## config.mk

```make
export PLATFORM = sky130hd
export DESIGN_NAME = sort_stream_flat
export DESIGN_NICKNAME = d
export VERILOG_FILES = /design/src/rtl/sort_pkg.sv /design/src/rtl/sort_stream_if.sv /design/src/rtl/sort_slot.sv /design/src/rtl/sort_stream.sv /design/src/flat_wrapper.sv
export SDC_FILE = /design/constraint.sdc
export NUM_CORES = 1
export LEC_CHECK = 0
export CAP_MARGIN = 30
export CORE_MARGIN = 2
export CORE_UTILIZATION = 65
export DETAILED_ROUTE_END_ITERATION = 7
export HOLD_SLACK_MARGIN = 0.02
export PLACE_DENSITY = 0.84
export SETUP_SLACK_MARGIN = 0.05
export SYNTH_ARGS = -nofsm -noshare
export SYNTH_HDL_FRONTEND = slang
export SYNTH_HIERARCHICAL = 1
export SYNTH_SLANG_ARGS = --single-unit
```

## constraint.sdc

```tcl
create_clock -name clk -period 4.8 [get_ports clk]
set_clock_uncertainty 0.05 [all_clocks]
set_input_delay 0.72 -clock clk [delete_from_list [all_inputs] [get_ports clk]]
set_output_delay 0.72 -clock clk [all_outputs]
set_load 0.005 [all_outputs]
```

## src/rtl/sort_pkg.sv

```systemverilog
// Shared defaults and FSM state type for the streaming insertion sorter.
package sort_pkg;
  localparam int W_DEF = 8;
  localparam int N_DEF = 8;

  typedef enum logic {
    FILL  = 1'b0,
    DRAIN = 1'b1
  } state_t;
endpackage

```

## src/rtl/sort_stream_if.sv

```systemverilog
// Valid/ready byte stream with an end-of-frame marker.
interface sort_stream_if
  import sort_pkg::*;
#(
  parameter int W = W_DEF
);
  logic [W-1:0] data;
  logic         valid;
  logic         last;
  logic         ready;

  modport master(output data, output valid, output last, input ready);
  modport slave(input data, input valid, input last, output ready);
endinterface

```

## src/rtl/sort_slot.sv

```systemverilog
// One sorter slot: value register, occupancy flag, compare against the
// incoming byte, and the insert/shift/hold selection.
module sort_slot
  import sort_pkg::*;
#(
  parameter int W = W_DEF
) (
  input  logic         clk,
  input  logic         rst_n,
  input  logic         insert,
  input  logic         shift,
  input  logic [W-1:0] din,
  input  logic         prev_gt,
  input  logic [W-1:0] prev_data,
  input  logic         prev_v,
  input  logic [W-1:0] next_data,
  input  logic         next_v,
  output logic [W-1:0] data,
  output logic         valid,
  output logic         gt
);
  logic [W-1:0] s_reg, s_next;
  logic         v_reg, v_next;

  // Strict compare keeps a new byte behind existing equal bytes.
  assign gt    = !v_reg || (din > s_reg);
  assign data  = s_reg;
  assign valid = v_reg;

  always_comb begin
    s_next = s_reg;
    v_next = v_reg;
    if (insert) begin
      if (prev_gt) begin
        s_next = prev_data;
        v_next = prev_v;
      end else if (gt) begin
        s_next = din;
        v_next = 1'b1;
      end
    end else if (shift) begin
      s_next = next_data;
      v_next = next_v;
    end
  end

  always_ff @(posedge clk or negedge rst_n) begin
    if (!rst_n) begin
      s_reg <= '0;
      v_reg <= 1'b0;
    end else begin
      s_reg <= s_next;
      v_reg <= v_next;
    end
  end
endmodule

```

## src/rtl/sort_stream.sv

```systemverilog
// Streaming sorter: insertion-sorts up to N bytes as they arrive, then
// emits them largest first with a last marker on the smallest.
module sort_stream
  import sort_pkg::*;
#(
  parameter int W = W_DEF,
  parameter int N = N_DEF
) (
  input  logic          clk,
  input  logic          rst_n,
  sort_stream_if.slave  in_s,
  sort_stream_if.master out_s
);
  localparam int CW = $clog2(N + 1);

  state_t         state_reg, state_next;
  logic [CW-1:0]  cnt_reg, cnt_next;
  logic [W-1:0]   s_arr  [N];
  logic           v_arr  [N];
  logic           gt_arr [N];
  logic           fill_hs;
  logic           drain_hs;

  assign fill_hs  = (state_reg == FILL) && in_s.valid;
  assign drain_hs = (state_reg == DRAIN) && out_s.ready;

  generate
    for (genvar gi = 0; gi < N; gi++) begin : g_slot
      logic [W-1:0] prev_data;
      logic [W-1:0] next_data;
      logic         prev_gt;
      logic         prev_v;
      logic         next_v;

      if (gi == 0) begin : g_head
        assign prev_gt   = 1'b0;
        assign prev_data = '0;
        assign prev_v    = 1'b0;
      end else begin : g_body
        assign prev_gt   = gt_arr[gi-1];
        assign prev_data = s_arr[gi-1];
        assign prev_v    = v_arr[gi-1];
      end

      // The tail refills with an empty slot as the array drains upward.
      if (gi == N - 1) begin : g_tail
        assign next_data = '0;
        assign next_v    = 1'b0;
      end else begin : g_mid
        assign next_data = s_arr[gi+1];
        assign next_v    = v_arr[gi+1];
      end

      sort_slot #(.W(W)) u_slot (
        .clk      (clk),
        .rst_n    (rst_n),
        .insert   (fill_hs),
        .shift    (drain_hs),
        .din      (in_s.data),
        .prev_gt  (prev_gt),
        .prev_data(prev_data),
        .prev_v   (prev_v),
        .next_data(next_data),
        .next_v   (next_v),
        .data     (s_arr[gi]),
        .valid    (v_arr[gi]),
        .gt       (gt_arr[gi])
      );
    end
  endgenerate

  always_comb begin
    state_next = state_reg;
    cnt_next   = cnt_reg;
    case (state_reg)
      FILL: begin
        if (fill_hs) begin
          cnt_next = cnt_reg + CW'(1);
          if (in_s.last || (cnt_reg == CW'(N - 1))) state_next = DRAIN;
        end
      end
      DRAIN: begin
        if (drain_hs) begin
          cnt_next = cnt_reg - CW'(1);
          if (cnt_reg == CW'(1)) state_next = FILL;
        end
      end
      default: state_next = FILL;
    endcase
  end

  always_ff @(posedge clk or negedge rst_n) begin
    if (!rst_n) begin
      state_reg <= FILL;
      cnt_reg   <= '0;
    end else begin
      state_reg <= state_next;
      cnt_reg   <= cnt_next;
    end
  end

  // Every output comes straight from the state, count or slot registers.
  assign in_s.ready  = (state_reg == FILL);
  assign out_s.valid = (state_reg == DRAIN);
  assign out_s.last  = (state_reg == DRAIN) && (cnt_reg == CW'(1));
  assign out_s.data  = s_arr[0];
endmodule
```

## src/flat_wrapper.sv

```systemverilog
// flat-port wrapper written by rule: the top's interface ports become plain ports
module sort_stream_flat import sort_pkg::*;
#(
  parameter int W = W_DEF,
  parameter int N = N_DEF
)
  (clk, rst_n, in_s_data, in_s_valid, in_s_last, in_s_ready, out_s_data, out_s_valid, out_s_last, out_s_ready);
  sort_stream_if #(.W(W)) in_s_i ();
  sort_stream_if #(.W(W)) out_s_i ();
  input  logic clk;
  input  logic rst_n;
  input wire logic [$bits(in_s_i.data)-1:0] in_s_data;
  input wire logic [$bits(in_s_i.valid)-1:0] in_s_valid;
  input wire logic [$bits(in_s_i.last)-1:0] in_s_last;
  output wire logic [$bits(in_s_i.ready)-1:0] in_s_ready;
  output wire logic [$bits(out_s_i.data)-1:0] out_s_data;
  output wire logic [$bits(out_s_i.valid)-1:0] out_s_valid;
  output wire logic [$bits(out_s_i.last)-1:0] out_s_last;
  input wire logic [$bits(out_s_i.ready)-1:0] out_s_ready;
  assign in_s_i.data = in_s_data;
  assign in_s_i.valid = in_s_valid;
  assign in_s_i.last = in_s_last;
  assign in_s_ready = in_s_i.ready;
  assign out_s_data = out_s_i.data;
  assign out_s_valid = out_s_i.valid;
  assign out_s_last = out_s_i.last;
  assign out_s_i.ready = out_s_ready;
  sort_stream #(.W(W), .N(N)) u_core (.clk(clk), .rst_n(rst_n), .in_s(in_s_i), .out_s(out_s_i));
endmodule
```

==> impl_metrics.tcl, run 1 <==
set metrics [dict create \
    path_class "primary input to flop" \
    tns_ns 0 \
    hold_viol_final 0 \
    die-area_um2 10730 \
    layout.nets 809 \
    period_share_pct 82.66 \
    postSynthCellCount 679 \
    ys.warnings.count 6 \
    max-clock-path-buffers 2 \
    reg2reg_setup_slack_ns 1.61 \
    path_max_fanout 12 \
    placementRows 36 \
    drc 0 \
    route.vias.total 5229 \
    setup_viol_count_final 0 \
    core_um2 9684 \
    max-slew-margin-rel_pct 43.06 \
    fin_util_pct 74.56 \
    grt_start_max_net_pins 59 \
    drive_above_1_share_pct 13.49 \
    initial_utilization_pct 66.58 \
    track_usage_pct 29.57 \
    holdWs_ns 0.1882 \
    period_minus_slack_ns 3.968 \
    io_pins 24 \
    tightest_slew_ns 0.8512 \
    clk_pin_slew_ns 0.08 \
    overflow 0 \
    antenna_found_initial 0 \
    status "completed" \
    wirelength_mm 15.61 \
    root_buffer "clkbuf_8" \
    avgSynthCellArea_um2 9.495 \
    wl_per_cell_um 18.01 \
    grt_pass1_vias 5439 \
    p_leak_nw 3.532 \
    hold_buffers 0 \
    drt_iter0_drc 236 \
    maxCapViolCount 0 \
    vias_per_cell 6.031 \
    most-common-layout-cells "mux2i_1, dfrtp_1, inv_1, nand2_1, ha_1" \
    firstDrtPassIters 5 \
    rr_worst_depth 9 \
    critPathLaunchType "primary input" \
    globalplace.congestion 0.8694 \
    cts_resized 0 \
    antenna_left 0 \
    cp.arrival_ns 4.17 \
    largest_reg_flops 64 \
    required_ns 5.00 \
    diodes 0 \
    ir_drop_v 0.0003271 \
    syn_to_final_growth_pct 11.99 \
    syn-cell-area_um2 6447 \
    dp_hpwl_mm 11.44 \
    fp.dieW_um 103.6 \
    clock_sinks 77 \
    cts_tree "built" \
    rsz0062_at_grt "false" \
    layout_commonest_cell "mux2i_1" \
    worstSkewPairLatency_ns 0.37 \
    drv_slew 0 \
    end_kind "flop" \
    numPortBuffers 23 \
    cts_buffers 9 \
    hold_class "primary input to async pin" \
    grt_pass1_wl_mm 25.83 \
    power_density_nw_per_um2 654.8 \
    h-tree-depth 3 \
    chipHeight_um 103.6 \
    cts_setup_buffers 0 \
    fmax_mhz 252.0 \
]
-- per-stage QoR --
step | instances | worst slack [ns] | cell area, um^2 | total power, W
5_1_grt | 867 | 0.7381 | 7221 | 0.005047
3_3_place_gp | 850 | 0.5958 | 6968 | 0.003934
6_report | 867 | 0.8323 | 7221 | 0.004728
2_1_floorplan | 698 | 1.726 | 6519 | 0.003358
4_1_cts | 867 | 0.8998 | 7221 | 0.004689
3_5_place_dp | 851 | 0.5096 | 6995 | 0.004102
-- worst paths after layout --
path	startpoint	endpoint
max	in_s_data[7]	u_core/g_slot[1].u_slot/data[0]
min	rst_n	u_core/cnt_reg[3]
max reg2reg	u_core/g_slot[0].u_slot/data[5]	u_core/g_slot[1].u_slot/data[0]
min reg2reg	u_core/cnt_reg[3]	u_core/cnt_reg[3]
max in group asynchronous	rst_n	u_core/g_slot[4].u_slot/data[6]
min in group clk	u_core/cnt_reg[3]	u_core/cnt_reg[3]
-- final cells by class --
| type | instances | area, um^2 |
|---|---|---|
| Fill cell | 676 | 2464 |
| Multi-Input combinational cell | 522 | 4215 |
| Timing Repair Buffer | 44 | 405.4 |
| Clock buffer | 12 | 155.1 |
| Sequential cell | 77 | 1927 |
| Tap cell | 133 | 166.4 |
| Inverter | 75 | 281.5 |
| Clock inverter | 4 | 70.07 |
-- worst max-delay path, cell delays in order --
cell and delay [ns]:
clkdlybuf4s50_1 0.86, ha_1 0.38, a41oi_2 0.20, o21ai_0 0.22
nor2_1 0.18, o21ai_1 0.23, buf_4 0.26, o41ai_4 0.76
mux2_4 0.35
-- routing by layer --
layer  vias up  routed length, um  global-route usage (%)
li1       2483                  -                       -
met1      2556               6549                   36.88
met2       150               7950                   51.14
met3        40                691                   4.720
met4         0                421                   12.26
met5         -                  0                       0
-- power breakdown --
group	total, W	leakage (nW)	switching (W)	internal, W
combinational	0.00286	2.58	0.00155	0.00132
sequential	0.00129	0.837	0.000322	0.000970
clock	0.000572	0.116	0.000252	0.000320
Note: power is estimated with default switching activity, not from simulation.
==> run 2, diff against run 1 <==
--- a/config.mk
+++ b/config.mk
@@ -7,10 +7,10 @@
 export LEC_CHECK = 0
 export CAP_MARGIN = 30
 export CORE_MARGIN = 2
-export CORE_UTILIZATION = 65
+export CORE_UTILIZATION = 57
 export DETAILED_ROUTE_END_ITERATION = 7
 export HOLD_SLACK_MARGIN = 0.02
-export PLACE_DENSITY = 0.84
+export PLACE_DENSITY = 0.78
 export SETUP_SLACK_MARGIN = 0.05
 export SYNTH_ARGS = -nofsm -noshare
 export SYNTH_HDL_FRONTEND = slang
==> constraint.sdc (replaced) <==
create_clock -name clk -period 3.3 [get_ports clk]
set_clock_uncertainty 0.05 [all_clocks]
set_input_delay 0.495 -clock clk [delete_from_list [all_inputs] [get_ports clk]]
set_output_delay 0.495 -clock clk [all_outputs]
set_load 0.005 [all_outputs]
==> impl_metrics.tcl, run 2 (same netlist as run 1, synthesis figures left out) <==
set metrics [dict create \
    status "completed" \
    wl_per_cell_um 17.99 \
    core_um2 10940 \
    rr_worst_depth 11 \
    worstSkewPairLatency_ns 0.34 \
    clock_sinks 77 \
    cp.arrival_ns 3.24 \
    antenna_found_initial 0 \
    gr-usage-met2_pct 51.40 \
    drt_iter0_drc 336 \
    chipHeight_um 110.4 \
    crit_path_frequent_cell "buf_4" \
    path_class "primary input to flop" \
    fmax_mhz 328.9 \
    post-place-ws_ns -0.02125 \
    initial_utilization_pct 58.96 \
    placementRows 38 \
    rsz0062_at_grt "false" \
    syn_to_final_growth_pct 17.85 \
    maxCapViolCount 0 \
    layout_commonest_cell "mux2i_1" \
    p_leak_nw 3.744 \
    end_kind "flop" \
    dpl_cell_area_um2 7297 \
    layout.nets 844 \
    diodes 0 \
    antenna_left 0 \
    cts_resized 0 \
    path_max_fanout 16 \
    crit_path_max_incr_delay_ns 0.51 \
    postLayoutSetupSlackWorst_ns 0.2599 \
    path_buf_inv 4 \
    reg2reg_setup_slack_ns 0.70 \
    worstPathCellList "clkdlybuf4s50_1 -> buf_4 -> ha_1 -> a41oi_2 -> o21ai_0 -> nor2_1 -> o21ai_1 -> buf_4 -> o41ai_4 -> buf_4 -> mux2i_1" \
    largest_reg_flops 64 \
    wirelength_mm 16.35 \
    r2r_end "u_core/g_slot[5].u_slot/data[4]" \
    busiest_layer "met2" \
    drive_above_1_share_pct 17.04 \
    required_ns 3.50 \
    most-common-layout-cells "mux2i_1, dfrtp_1, inv_1, nand2_1, ha_1" \
    die-area_um2 12180 \
    grt_pass1_wl_mm 27.47 \
    grt_start_max_net_pins 71 \
    dp_hpwl_mm 11.87 \
    period_share_pct 92.12 \
    globalplace.congestion 0.8499 \
    globalRouteMet1Util_pct 34.80 \
    drc 0 \
    fin_area_um2 7599 \
    max-clock-path-buffers 2 \
    path_delay_family "buffers and inverters" \
    firstDrtPassIters 5 \
    period_minus_slack_ns 3.040 \
    hold_viol_final 0 \
    critPathLaunchType "primary input" \
    clk_pin_slew_ns 0.06 \
    design_power_total_w 0.007327 \
    ir_drop_v 0.0005178 \
    io_pins 24 \
    track_usage_pct 29.08 \
    numPortBuffers 23 \
    setup_viol_count_final 0 \
    cts_tree "built" \
    fp.dieW_um 110.4 \
    slowest_stage "clkdlybuf4s50_1" \
    hold_class "primary input to async pin" \
    vias_per_cell 5.876 \
    overflow 0 \
    drv_slew 0 \
    h-tree-depth 3 \
    use_met3_pct 4.527 \
    root_buffer "clkbuf_16" \
    grt_pass1_vias 5692 \
    cts_buffers 9 \
    route.vias.total 5341 \
    cts_setup_buffers 0 \
    fin_util_pct 69.49 \
    power_density_nw_per_um2 964.3 \
    worstReg2RegStart "u_core/g_slot[4].u_slot/data[1]" \
]
-- run 2: changes by cell type in the layout (fill, tap and decap cells not counted) --
cell,previous run,this run
buf_4,21,52
clkbuf_16,0,9
clkbuf_8,11,4
buf_12,0,3
bufinv_16,2,0
clkbuf_1,1,3
clkinv_2,2,0
dlygate4sd3_1,0,1
-- run 2: layout make-up --
| class | count | area (um^2) |
|---|---|---|
| Fill cell | 829 | 3337 |
| Sequential cell | 77 | 1927 |
| Inverter | 75 | 281.5 |
| Clock buffer | 16 | 291.5 |
| Multi-Input combinational cell | 522 | 4215 |
| Tap cell | 140 | 175.2 |
| Timing Repair Buffer | 79 | 708.2 |
-- run 2: metal layers --
layer  part of all wire [%]  up-vias
li1                       -     2562
met1                     42     2601
met2                     51      129
met3                    3.4       49
met4                    3.6        0
met5                      0        -
-- run 2: timing repair --
action / 4_1_cts / 5_1_grt
hold buffers: 1 / 0
hold endpoints to repair: 7 / 0
setup endpoints to repair: 0 / 0
-- run 2: stage by stage --
step	hold slack [ns]	setup TNS [ns]	cells
after floorplan	0.1494	0	698
after global placement	0.4462	0	891
after detailed placement	0.2789	-0.04178	892
after CTS	0.4610	0	909
after global routing	0.4868	0	909
final	0.4638	0	909
-- run 2: report_power, final --
| part | leakage (nW) | total, W | switching (W) | internal, W |
|---|---|---|---|---|
| clock | 0.143 | 0.000979 | 0.000386 | 0.000593 |
| combinational | 2.76 | 0.00447 | 0.00233 | 0.00214 |
| sequential | 0.837 | 0.00188 | 0.000464 | 0.00141 |
-- run 2: worst max-delay path by stage --
| stage | slack, ns | end | startpoint | cells past startpoint |
|---|---|---|---|---|
| after global routing | 0.11 | u_core/g_slot[7].u_slot/data[5] | in_s_data[6] | 11 |
| after detailed placement | -0.02 | u_core/g_slot[7].u_slot/data[6] | in_s_data[1] | 12 |
| after global placement | 0.07 | u_core/g_slot[7].u_slot/data[6] | in_s_data[6] | 11 |
| after CTS | 0.33 | u_core/g_slot[6].u_slot/data[1] | in_s_data[6] | 11 |
| final | 0.26 | u_core/g_slot[2].u_slot/data[7] | in_s_data[6] | 11 |
| after floorplan | 0.45 | u_core/g_slot[1].u_slot/data[0] | in_s_data[6] | 10 |
-- run 2: worst register-to-register path, stage by stage, from the launching register on --
cell and delay (ns):
dfrtp_1 0.38, inv_1 0.07, ha_1 0.30, nor2b_4 0.14, o211ai_2 0.15, a21oi_2 0.10, nor2_1 0.13, o21ai_1 0.10
buf_4 0.20, o41ai_4 0.40, buf_4 0.26, mux2i_1 0.24
==> run 3, diff against run 2 <==
--- a/config.mk
+++ b/config.mk
@@ -6,8 +6,8 @@
 export NUM_CORES = 1
 export LEC_CHECK = 0
 export CAP_MARGIN = 30
-export CORE_MARGIN = 2
 export CORE_UTILIZATION = 57
+export CTS_CLUSTER_DIAMETER = 80
 export DETAILED_ROUTE_END_ITERATION = 7
 export HOLD_SLACK_MARGIN = 0.02
 export PLACE_DENSITY = 0.78
==> impl_metrics.tcl, run 3 (same netlist as run 1, synthesis figures left out) <==
set metrics [dict create \
    status "completed" \
    die-area_um2 11740 \
    h-tree-depth 3 \
    slowest_stage "clkdlybuf4s50_1" \
    hold_buffers 0 \
    required_ns 3.47 \
    period_share_pct 93.04 \
    max-clock-path-buffers 2 \
    wirelength_mm 15.74 \
    cts_buffers 9 \
    hold_viol_final 0 \
    overflow 0 \
    chipHeight_um 108.4 \
    track_usage_pct 28.84 \
    setup_viol_count_final 0 \
    worstSkewPairLatency_ns 0.35 \
    numPortBuffers 23 \
    antenna_left 0 \
    end_kind "flop" \
    tns_ns 0 \
    postLayoutSetupSlackWorst_ns 0.2298 \
    fp.dieW_um 108.4 \
    maxCapViolCount 0 \
    ir_drop_v 0.0004727 \
    post-place-ws_ns -0.09955 \
    wl_per_cell_um 17.47 \
    hold_class "primary input to async pin" \
    critPathLaunchType "primary input" \
    largest_reg_flops 64 \
    vias_per_cell 5.846 \
    diodes 0 \
    globalplace.congestion 0.8767 \
    p_leak_nw 3.722 \
    grt_start_max_net_pins 83 \
    max-slew-margin-rel_pct 61.65 \
    layout.nets 838 \
    period_minus_slack_ns 3.070 \
    power_density_nw_per_um2 955.8 \
    dp_hpwl_mm 11.87 \
    drv_slew 0 \
    cts_setup_buffers 0 \
    rsz0062_at_grt "false" \
    firstDrtPassIters 5 \
    drive_above_1_share_pct 16.43 \
    critPathLaunch "in_s_data[1]" \
    fmax_mhz 325.7 \
    route.vias.total 5267 \
    path_class "primary input to flop" \
    syn_to_final_growth_pct 17.54 \
    tightest_slew_ns 0.5692 \
    placementRows 38 \
    path_delay_family "buffers and inverters" \
    clock_sinks 77 \
    worstReg2RegStart "u_core/g_slot[3].u_slot/data[7]" \
    path_max_fanout 8 \
    initial_utilization_pct 58.96 \
    grt_pass1_vias 5412 \
    stdcell_count 901 \
    fin_area_um2 7579 \
    dpl_cell_area_um2 7297 \
    drt_iter0_drc 312 \
    root_buffer "clkbuf_16" \
    grt_pass1_wl_mm 25.91 \
    io_pins 24 \
    layout_commonest_cell "mux2i_1" \
    dpl.cell_count 887 \
    cp.arrival_ns 3.24 \
    worstPathCellList "clkdlybuf4s50_1 -> buf_4 -> ha_1 -> nor2b_4 -> o211ai_2 -> a21oi_2 -> nor2_1 -> o21ai_1 -> nor2_1 -> a21oi_1 -> o41ai_4 -> buf_4 -> mux2i_1" \
    drc 0 \
    most-common-layout-cells "mux2i_1, dfrtp_1, inv_1, nand2_1, ha_1" \
    clk_pin_slew_ns 0.06 \
    cts_tree "built" \
    crit_path_max_incr_delay_ns 0.55 \
    cts_resized 0 \
    antenna_found_initial 0 \
    path_buf_inv 3 \
    design_power_total_w 0.007243 \
    core_um2 10940 \
]
## run 3: routing by layer
metal	wire length (um)	track usage [%]	vias to the layer above
met3	532	4.340	35
met5	0	0	-
met2	7937	50.73	102
li1	-	-	2543
met4	402	13.61	0
met1	6871	34.45	2587
## run 3: area by class of cell
class                   instances  area [um^2]
multi-input cells             522         4215
fillers                       836         3357
flip-flops and latches         77         1927
repair buffers                 73        698.2
inverters                      75        281.5
clock buffers                  12        246.5
well taps                     140        175.2
clock inverters                 2        35.03
## run 3: path summary, 6_finish.rpt
| kind | end | cells past startpoint | slack [ns] |
|---|---|---|---|
| worst max-delay path | u_core/g_slot[1].u_slot/data[2] | 13 | 0.23 |
| worst min-delay path | u_core/g_slot[1].u_slot/data[5] | 1 | 0.02 |
| worst max register to register | u_core/g_slot[4].u_slot/data[3] | 10 | 0.56 |
| worst min register to register | u_core/cnt_reg[3] | 1 | 0.46 |
| max in group asynchronous | u_core/g_slot[6].u_slot/data[0] | 2 | 2.58 |
| min in group clk | u_core/cnt_reg[3] | 1 | 0.46 |
## run 3: power by group
part / switching (W) / total, W / internal, W
clock network: 0.000382 / 0.000979 / 0.000597
logic: 0.00223 / 0.00434 / 0.00211
registers: 0.000510 / 0.00192 / 0.00141
total: 0.00313 / 0.00724 / 0.00412
## run 3: worst register-to-register path: cells and delay by family (launching register included)
| family | cells | cell delay (ns) |
|---|---|---|
| compound gates | 4 | 0.92 |
| buf+inv | 3 | 0.54 |
| flops | 1 | 0.43 |
| fa+ha+maj | 1 | 0.32 |
| mux | 1 | 0.21 |
| simple gates | 1 | 0.18 |
## run 3: through the flow
stage,hold slack [ns],utilization [%]
5_1_grt,0.04630,69.30
3_5_place_dp,0.4014,66.73
6_report,0.02252,69.30
3_3_place_gp,0.4526,66.48
4_1_cts,0.03087,69.30
2_1_floorplan,0.1494,-
